**src/rtl/ctrl_dab_param_if.sv**
```systemverilog
// ctrl_dab_param_if -- request/result bundle for the DAB angle controller.
//
// Signals:
//   trigger              start request, sampled only while the controller is idle
//   vdc1, vdc2, iref     signed primary voltage, secondary voltage, current reference
//   fs                   unsigned switching frequency
//   tau1, tau2, phi      signed registered angles (PI_CODE = 2^(W_OUT-1)-1 means pi)
//   mode                 0 equal voltages, 1 reflected vdc2 higher, 2 reflected vdc2 lower
//   busy, done, fault    computing, one-cycle result strobe, invalid-input flag
//   phi_sat              phi was clamped (only with CTRL_DAB_SAT_FLAG_EN defined)
//
// Modports: master drives the request side, slave is the controller.
interface ctrl_dab_param_if #(
    parameter int W_IN  = 14,
    parameter int W_FS  = 19,
    parameter int W_OUT = 9
);
    logic                    trigger;
    logic signed [W_IN-1:0]  vdc1;
    logic signed [W_IN-1:0]  vdc2;
    logic signed [W_IN-1:0]  iref;
    logic [W_FS-1:0]         fs;
    logic signed [W_OUT-1:0] tau1;
    logic signed [W_OUT-1:0] tau2;
    logic signed [W_OUT-1:0] phi;
    logic [1:0]              mode;
    logic                    busy;
    logic                    done;
    logic                    fault;
`ifdef CTRL_DAB_SAT_FLAG_EN
    logic                    phi_sat;

    modport master (output trigger, vdc1, vdc2, iref, fs,
                    input  tau1, tau2, phi, mode, busy, done, fault, phi_sat);
    modport slave  (input  trigger, vdc1, vdc2, iref, fs,
                    output tau1, tau2, phi, mode, busy, done, fault, phi_sat);
`else
    modport master (output trigger, vdc1, vdc2, iref, fs,
                    input  tau1, tau2, phi, mode, busy, done, fault);
    modport slave  (input  trigger, vdc1, vdc2, iref, fs,
                    output tau1, tau2, phi, mode, busy, done, fault);
`endif
endinterface

```
**src/rtl/ctrl_dab_param.sv**
```systemverilog
// ctrl_dab_param -- dual-active-bridge angle controller.
//
// On a trigger it latches the inputs, reflects vdc2 through the turns ratio,
// validates the voltages, then runs one shared restoring divider twice: first
// for the duty angle of the higher-voltage bridge, then for the phase shift.
// All results are published together with a one-cycle done strobe.
//
// Ports:
//   clk      rising-edge clock
//   rst_n    asynchronous active-low reset
//   bus      ctrl_dab_param_if.slave (trigger, vdc1, vdc2, iref, fs in;
//            tau1, tau2, phi, mode, busy, done, fault [, phi_sat] out)
//
// Optional feature: define CTRL_DAB_SAT_FLAG_EN to add the phi_sat output.
module ctrl_dab_param #(
    parameter int          W_IN    = 14,
    parameter int          W_FS    = 19,
    parameter int          W_OUT   = 9,
    parameter int unsigned N_RATIO = 22528,
    parameter int unsigned K_PHI   = 1,
    parameter int          K_SHIFT = 8
) (
    input  logic            clk,
    input  logic            rst_n,
    ctrl_dab_param_if.slave bus
);

    localparam int DIV_BITS = W_IN + W_FS + 15;     // |num| fits exactly in this width
    localparam int CNT_W    = $clog2(DIV_BITS);
    localparam int Q_FRAC   = 12;                   // N_RATIO is Q4.12
    localparam int P_W      = W_IN + 17;            // vdc2 * N_RATIO, full width
    localparam int V2_W     = W_IN + 5;             // reflected vdc2 after the Q_FRAC shift
    localparam int NUM_W    = W_IN + W_FS + 18;     // iref * fs * K_PHI, full width
    localparam int PI_CODE  = 2**(W_OUT-1) - 1;
    localparam int PHI_MAX  = PI_CODE >> 1;

    localparam logic signed [16:0]       N_EXT     = 17'(N_RATIO);
    localparam logic signed [16:0]       K_EXT     = 17'(K_PHI);
    localparam logic [DIV_BITS-1:0]      PI_D      = DIV_BITS'(PI_CODE);
    localparam logic [DIV_BITS-1:0]      PHI_MAX_D = DIV_BITS'(PHI_MAX);
    localparam logic signed [W_OUT-1:0]  PI_O      = W_OUT'(PI_CODE);
    localparam logic signed [W_OUT-1:0]  PHI_MAX_O = W_OUT'(PHI_MAX);
    localparam logic [CNT_W-1:0]         CNT_LAST  = CNT_W'(DIV_BITS - 1);

    typedef enum logic [2:0] {
        IDLE    = 3'd0,
        MUL     = 3'd1,
        CHK     = 3'd2,
        DIV_TAU = 3'd3,
        DIV_PHI = 3'd4,
        DONE    = 3'd5
    } state_t;

    state_t                  state_r;
    logic signed [W_IN-1:0]  vdc1_r, vdc2_r, iref_r;
    logic [W_FS-1:0]         fs_r;
    logic signed [V2_W-1:0]  vdc2p_r;
    logic signed [NUM_W-1:0] num_r;
    logic [1:0]              mode_pend_r;
    logic signed [W_OUT-1:0] tau1_pend_r, tau2_pend_r, phi_pend_r;
    logic [DIV_BITS-1:0]     dq_r;          // dividend shifts out the top, quotient in the bottom
    logic [DIV_BITS-1:0]     rem_r;
    logic [DIV_BITS-1:0]     divisor_r;
    logic [CNT_W-1:0]        cnt_r;
    logic signed [W_OUT-1:0] tau1_r, tau2_r, phi_r;
    logic [1:0]              mode_r;
    logic                    busy_r, done_r, fault_r;

    logic signed [P_W-1:0]   prod_s;
    logic signed [NUM_W-1:0] num_prod_s;
    logic signed [V2_W-1:0]  vdc1_x_s, min_s, max_s;
    logic [DIV_BITS-1:0]     min_ext_s, max_ext_s, num_mag_s;
    logic [1:0]              mode_s;
    logic                    bad_in_s;
    logic [DIV_BITS:0]       trial_s;
    logic [DIV_BITS-1:0]     rem_nxt_s, dq_nxt_s, q_sh_s;
    logic                    q_bit_s, sat_s;
    logic signed [W_OUT-1:0] tau_q_s, phi_mag_s, phi_val_s;

    // Full-width products from the latched inputs.
    assign prod_s     = vdc2_r * N_EXT;
    assign num_prod_s = iref_r * $signed({1'b0, fs_r}) * K_EXT;
    assign vdc1_x_s   = vdc1_r;
    assign bad_in_s   = vdc1_r[W_IN-1] || (vdc1_r == '0) || vdc2p_r[V2_W-1] || (vdc2p_r == '0);
    assign min_ext_s  = DIV_BITS'($unsigned(min_s));
    assign max_ext_s  = DIV_BITS'($unsigned(max_s));
    assign num_mag_s  = num_r[NUM_W-1] ? DIV_BITS'(-num_r) : DIV_BITS'(num_r);

    // Voltage ordering: which bridge is higher and the resulting mode.
    always_comb begin
        min_s  = vdc1_x_s;
        max_s  = vdc1_x_s;
        mode_s = 2'd0;
        if (vdc2p_r > vdc1_x_s) begin
            max_s  = vdc2p_r;
            mode_s = 2'd1;
        end else if (vdc2p_r < vdc1_x_s) begin
            min_s  = vdc2p_r;
            mode_s = 2'd2;
        end else begin
            mode_s = 2'd0;
        end
    end

    // One restoring-division step; dq_nxt_s holds the finished quotient on the last step.
    always_comb begin
        trial_s = {rem_r, dq_r[DIV_BITS-1]};
        if (trial_s >= {1'b0, divisor_r}) begin
            rem_nxt_s = DIV_BITS'(trial_s - {1'b0, divisor_r});
            q_bit_s   = 1'b1;
        end else begin
            rem_nxt_s = trial_s[DIV_BITS-1:0];
            q_bit_s   = 1'b0;
        end
        dq_nxt_s = {dq_r[DIV_BITS-2:0], q_bit_s};
    end

    // Result shaping: tau quotient never exceeds PI_CODE; phi is scaled, clamped and signed.
    always_comb begin
        tau_q_s = W_OUT'(dq_nxt_s);
        q_sh_s  = dq_nxt_s >> K_SHIFT;
        sat_s   = (q_sh_s > PHI_MAX_D);
        if (sat_s) begin
            phi_mag_s = PHI_MAX_O;
        end else begin
            phi_mag_s = W_OUT'(q_sh_s);
        end
        if (num_r[NUM_W-1]) begin
            phi_val_s = -phi_mag_s;
        end else begin
            phi_val_s = phi_mag_s;
        end
    end

`ifdef CTRL_DAB_SAT_FLAG_EN
    logic sat_pend_r, phi_sat_r;

    // Saturation flag, staged with phi and published in DONE unless the run faulted.
    always_ff @(posedge clk or negedge rst_n) begin
        if (!rst_n) begin
            sat_pend_r <= 1'b0;
            phi_sat_r  <= 1'b0;
        end else begin
            if (state_r == DIV_PHI && cnt_r == CNT_LAST) begin
                sat_pend_r <= sat_s;
            end
            if (state_r == DONE && !fault_r) begin
                phi_sat_r <= sat_pend_r;
            end
        end
    end
    assign bus.phi_sat = phi_sat_r;
`endif

    // Controller FSM with datapath and registered outputs.
    always_ff @(posedge clk or negedge rst_n) begin
        if (!rst_n) begin
            state_r     <= IDLE;
            vdc1_r      <= '0;
            vdc2_r      <= '0;
            iref_r      <= '0;
            fs_r        <= '0;
            vdc2p_r     <= '0;
            num_r       <= '0;
            mode_pend_r <= 2'd0;
            tau1_pend_r <= '0;
            tau2_pend_r <= '0;
            phi_pend_r  <= '0;
            dq_r        <= '0;
            rem_r       <= '0;
            divisor_r   <= '0;
            cnt_r       <= '0;
            tau1_r      <= '0;
            tau2_r      <= '0;
            phi_r       <= '0;
            mode_r      <= 2'd0;
            busy_r      <= 1'b0;
            done_r      <= 1'b0;
            fault_r     <= 1'b0;
        end else begin
            done_r <= 1'b0;
            case (state_r)
                IDLE: begin
                    if (bus.trigger) begin
                        vdc1_r  <= bus.vdc1;
                        vdc2_r  <= bus.vdc2;
                        iref_r  <= bus.iref;
                        fs_r    <= bus.fs;
                        busy_r  <= 1'b1;
                        state_r <= MUL;
                    end
                end
                MUL: begin
                    vdc2p_r <= V2_W'(prod_s >>> Q_FRAC);
                    num_r   <= num_prod_s;
                    state_r <= CHK;
                end
                CHK: begin
                    if (bad_in_s) begin
                        fault_r <= 1'b1;
                        state_r <= DONE;
                    end else begin
                        fault_r     <= 1'b0;
                        mode_pend_r <= mode_s;
                        dq_r        <= PI_D * min_ext_s;
                        divisor_r   <= max_ext_s;
                        rem_r       <= '0;
                        cnt_r       <= '0;
                        state_r     <= DIV_TAU;
                    end
                end
                DIV_TAU: begin
                    dq_r  <= dq_nxt_s;
                    rem_r <= rem_nxt_s;
                    cnt_r <= cnt_r + CNT_W'(1);
                    if (cnt_r == CNT_LAST) begin
                        // Quotient goes to the higher-voltage bridge.
                        case (mode_pend_r)
                            2'd1: begin
                                tau1_pend_r <= PI_O;
                                tau2_pend_r <= tau_q_s;
                            end
                            2'd2: begin
                                tau1_pend_r <= tau_q_s;
                                tau2_pend_r <= PI_O;
                            end
                            default: begin
                                tau1_pend_r <= PI_O;
                                tau2_pend_r <= PI_O;
                            end
                        endcase
                        dq_r      <= num_mag_s;
                        divisor_r <= DIV_BITS'($unsigned(vdc1_r));
                        rem_r     <= '0;
                        cnt_r     <= '0;
                        state_r   <= DIV_PHI;
                    end
                end
                DIV_PHI: begin
                    dq_r  <= dq_nxt_s;
                    rem_r <= rem_nxt_s;
                    cnt_r <= cnt_r + CNT_W'(1);
                    if (cnt_r == CNT_LAST) begin
                        phi_pend_r <= phi_val_s;
                        state_r    <= DONE;
                    end
                end
                DONE: begin
                    // A faulted run keeps the previous results on the outputs.
                    if (!fault_r) begin
                        tau1_r <= tau1_pend_r;
                        tau2_r <= tau2_pend_r;
                        phi_r  <= phi_pend_r;
                        mode_r <= mode_pend_r;
                    end
                    done_r  <= 1'b1;
                    busy_r  <= 1'b0;
                    state_r <= IDLE;
                end
                default: begin
                    busy_r  <= 1'b0;
                    state_r <= IDLE;
                end
            endcase
        end
    end

    assign bus.tau1  = tau1_r;
    assign bus.tau2  = tau2_r;
    assign bus.phi   = phi_r;
    assign bus.mode  = mode_r;
    assign bus.busy  = busy_r;
    assign bus.done  = done_r;
    assign bus.fault = fault_r;

endmodule

```
**src/flat_wrapper.sv**
```systemverilog
// flat-port wrapper written by rule: the top's interface ports become plain ports
module ctrl_dab_param_flat 
#(
    parameter int          W_IN    = 14,
    parameter int          W_FS    = 19,
    parameter int          W_OUT   = 9,
    parameter int unsigned N_RATIO = 22528,
    parameter int unsigned K_PHI   = 1,
    parameter int          K_SHIFT = 8
)
  (clk, rst_n, bus_trigger, bus_vdc1, bus_vdc2, bus_iref, bus_fs, bus_tau1, bus_tau2, bus_phi, bus_mode, bus_busy, bus_done, bus_fault);
  ctrl_dab_param_if #(.W_IN(W_IN), .W_FS(W_FS), .W_OUT(W_OUT)) bus_i ();
  input  logic clk;
  input  logic rst_n;
  input wire logic [$bits(bus_i.trigger)-1:0] bus_trigger;
  input wire logic [$bits(bus_i.vdc1)-1:0] bus_vdc1;
  input wire logic [$bits(bus_i.vdc2)-1:0] bus_vdc2;
  input wire logic [$bits(bus_i.iref)-1:0] bus_iref;
  input wire logic [$bits(bus_i.fs)-1:0] bus_fs;
  output wire logic [$bits(bus_i.tau1)-1:0] bus_tau1;
  output wire logic [$bits(bus_i.tau2)-1:0] bus_tau2;
  output wire logic [$bits(bus_i.phi)-1:0] bus_phi;
  output wire logic [$bits(bus_i.mode)-1:0] bus_mode;
  output wire logic [$bits(bus_i.busy)-1:0] bus_busy;
  output wire logic [$bits(bus_i.done)-1:0] bus_done;
  output wire logic [$bits(bus_i.fault)-1:0] bus_fault;
  assign bus_i.trigger = bus_trigger;
  assign bus_i.vdc1 = bus_vdc1;
  assign bus_i.vdc2 = bus_vdc2;
  assign bus_i.iref = bus_iref;
  assign bus_i.fs = bus_fs;
  assign bus_tau1 = bus_i.tau1;
  assign bus_tau2 = bus_i.tau2;
  assign bus_phi = bus_i.phi;
  assign bus_mode = bus_i.mode;
  assign bus_busy = bus_i.busy;
  assign bus_done = bus_i.done;
  assign bus_fault = bus_i.fault;
  ctrl_dab_param #(.W_IN(W_IN), .W_FS(W_FS), .W_OUT(W_OUT), .N_RATIO(N_RATIO), .K_PHI(K_PHI), .K_SHIFT(K_SHIFT)) u_core (.clk(clk), .rst_n(rst_n), .bus(bus_i));
endmodule
```
**config.mk**
```make
export PLATFORM = sky130hd
export DESIGN_NAME = ctrl_dab_param_flat
export DESIGN_NICKNAME = d
export VERILOG_FILES = /design/src/rtl/ctrl_dab_param_if.sv /design/src/rtl/ctrl_dab_param.sv /design/src/flat_wrapper.sv
export SDC_FILE = /design/constraint.sdc
export NUM_CORES = 2
export LEC_CHECK = 0
export ABC_AREA = 1
export CELL_PAD_IN_SITES_DETAIL_PLACEMENT = 0
export CELL_PAD_IN_SITES_GLOBAL_PLACEMENT = 2
export CORE_ASPECT_RATIO = 0.6
export CORE_UTILIZATION = 30
export DETAILED_ROUTE_END_ITERATION = 6
export HOLD_SLACK_MARGIN = 0.05
export PLACE_DENSITY = 0.7
export SLEW_MARGIN = 20
export SYNTH_ARGS = -nofsm -noshare
export SYNTH_HDL_FRONTEND = slang
export SYNTH_SLANG_ARGS = --single-unit
```
**constraint.sdc**
```tcl
create_clock -name clk -period 6.3 [get_ports clk]
set_input_delay 0.63 -clock clk [delete_from_list [all_inputs] [get_ports clk]]
set_output_delay 0.63 -clock clk [all_outputs]
set_load 0.01 [all_outputs]
```
==> metrics <==
Rel. slew slack=0.344; CTS Root Cell=clkbuf_16; worst skew pair latency=600 ps; Max Cap Viol=0; share of layout cells above drive strength 1=0.107; Synth area leaders=dfrtp_1 (24%), fa_1 (19%), nand2_1 (11%); Vias/cell=4.75; largest net degree at the start of global routing=98; CTS buffer count=39; nets=4753; # placed instances=5449; initial antenna violation count=2; R2R Path End=u_core.num_r[20]; vias in the first global route=25100; Area Overhead vs Synth=17.0%; Die Y=250 um; critical path's largest stage delay=550 ps; Tmin final=6100 ps; Syn. warnings=0; Hold Path Origin=u_core.bus.tau2[5]; fmax=0.164 GHz; complex-gate fraction of the synthesized area=0.0895; cell repeated most along the worst path=fa_1; Die ar.=104000 sq um; Worst EP arrival=6540 ps; synthesized area=30700 sq um; critical path class=flop to flop; Setup Skew=26.1 ps; DP Worst Slack=-74.7 ps; Setup crit start kind=flop; post-DR wirelength/cell=18.9 um; largest family of logic cells by synthesized area=adder cells; register bit total from synthesis=297; most common cell after layout, fill and taps aside=nand2_1; crit path cell chain=clkinvlp_4, buf_12, or2_2, fa_1, inv_1, fa_1, fa_1, inv_1, fa_1, inv_1, fa_1, fa_1, ha_1, a21oi_2, buf_4, o21ai_0, a21oi_2, o21ai_4, a21oi_1, xor2_1, o21ai_1; core area=101000 sq um; clock tree buffer depth=3; worst hold stages=2; worst flop-to-flop path startpoint=u_core.iref_r[13]; die width=415 um; I/O Pins=96; # rows=90; Async SR Flop Fraction=1.00; Starting Density=0.304; H-tree levels=2; CP Buf/Inv Count=6; Crit. End Element=flop; PortBufs=95; Syn Nets=4571; Synth Area in Adders=0.286; via count=26300; Final Cycle Share=0.968; Final WS setup=200 ps; Final ANT Viol Nets=0; number of flops mapped to enable cells by yosys=0; reg-to-reg slack, setup=200 ps; DRT Wirelength=104000 um; Slew @ Worst Pin=976 ps; Iter 0 DRT Violations=1997; fin. max-slew vios=0; commonest cells after routing, fill and taps aside=nand2_1 (886), inv_1 (776), dfrtp_1 (293), fa_1 (287), nor2_1 (269); biggest area consumer among synthesized cells=dfrtp_1; Final Core Density=0.356; Reg2Reg Depth=21; filler-free cell count of the finished design=5528; crit-path max FO=13; Post-synth top flop=dfrtp_1; CTS tree=yes; post-synthesis simple-gate area fraction=0.229; Antenna Diode Count=0; post-synthesis cell type count=60; first-pass GRT wire length=161000 um; CTS Sinks=297; Setup Viol. Count Final=0; Synth Instances=3983; gpl congestion=0.912; Synth Area in XOR/XNOR=0.0177; worst endpoint required time=6740 ps; final hold vios=0; DP Wirelength=85200 um; Worst path slowest cell=fa_1; Hold EP=u_core.bus.tau2[5]; DRT Pass-1 Iters=5; proportion of synthesized area in mux cells=0.0184; post-synthesis sequential area ratio=0.242; Mean Syn Cell Area=7.70 sq um; CTS clock-pin slew for the worst setup and hold paths=60 ps; Worst Hold Class=flop to flop; post-synth top area share=0.242; Top delay family on crit path=adder cells; all-layer global routing usage=0.203; run status=finished, final reports clean; DRC Markers=0; grt total ovfl=0
[area by class of cell]
type | count | area [sq um]
fillers | 10900 | 65000
multi-input cells | 2758 | 20100
flip-flops and latches | 297 | 7440
inverters | 806 | 3040
repair buffers | 263 | 2340
well taps | 1334 | 1670
clock buffers | 54 | 1090
clock inverters | 16 | 251
[worst max-delay path by stage]
stage                            from          endpoint  slack (ps)  depth (start not counted)
global route        u_core.vdc1_r[13]   u_core.dq_r[16]         -20                         31
global placement    u_core.iref_r[13]  u_core.num_r[32]         -60                         21
CTS                 u_core.vdc1_r[13]   u_core.dq_r[26]          30                         30
finish              u_core.iref_r[13]  u_core.num_r[20]         200                         21
detailed placement  u_core.iref_r[13]  u_core.num_r[32]         -70                         21
floorplan           u_core.vdc1_r[13]   u_core.dq_r[18]         220                         31
[sequential cells by signal, summed over array words and instances, names as in the netlist]
signal and cells:
u_core.vdc2_r 14, u_core.bus.done 1, u_core.tau2_pend_r 9, u_core.cnt_r 6, u_core.mode_pend_r 2, u_core.bus.fault 1, u_core.dq_r 48, u_core.bus.tau2 9
u_core.phi_pend_r 9, u_core.iref_r 14, u_core.num_r 34, u_core.bus.tau1 9, u_core.tau1_pend_r 9, u_core.divisor_r 18, u_core.bus.phi 9, u_core.vdc1_r 14
u_core.rem_r 48, u_core.bus.mode 2, u_core.fs_r 19, u_core.vdc2p_r 18, u_core.bus.busy 1, u_core.state_r 3
[logic make-up after synthesis]
logic type,Yosys count
buffers and inverters,930
adders and majority gates,524
AOI/OAI and AO/OA,489
muxes,50
xor gates and xnor gates,62
DFF,297
and+or+nand+nor,1631
[cells in the mapped netlist, types with 31 or more instances]
cell,number
nand3b_1,31
nor3_1,41
nand2_1,895
dfrtp_1,297
mux2_2,50
xor2_1,31
a21oi_1,165
o21ai_1,57
inv_1,783
nor2_1,279
clkbuf_1,77
xnor2_1,31
buf_2,31
nand3_1,245
o21ai_0,158
ha_1,231
fa_1,293
nand4_1,56
[metal layers]
layer,part of all wire,GRT usage,vias up
met5,0,0,-
met4,0.0081,0.0234,0
met3,0.086,0.0503,49
met2,0.33,0.229,703
met1,0.58,0.362,12700
li1,-,-,12800
[per-stage QoR]
stage,TNS (ps),cell area [sq um],hold WS [ps]
after floorplan,0,30700,334
final,0,35900,483
after detailed placement,-276,34100,474
after CTS,0,35400,489
after global placement,-117,34100,472
after global routing,-75.9,35900,510
[worst min-delay path, cell delays in order, from the launching register on]
cell and delay (ps):
dfrtp_1 340, nand2_1 50, o21ai_0 60
[timing repair]
item	4_1_cts	5_1_grt
hold endpoints to repair	62	0
endpoints found under the setup margin	5	34
resized for setup	3	97
gates cloned	0	2
buffers inserted	0	6
hold buffers	1	0
pin swaps	0	14
Power is not shown: default switching activity piles up to over one toggle a cycle in this logic, so the estimate is an artifact.
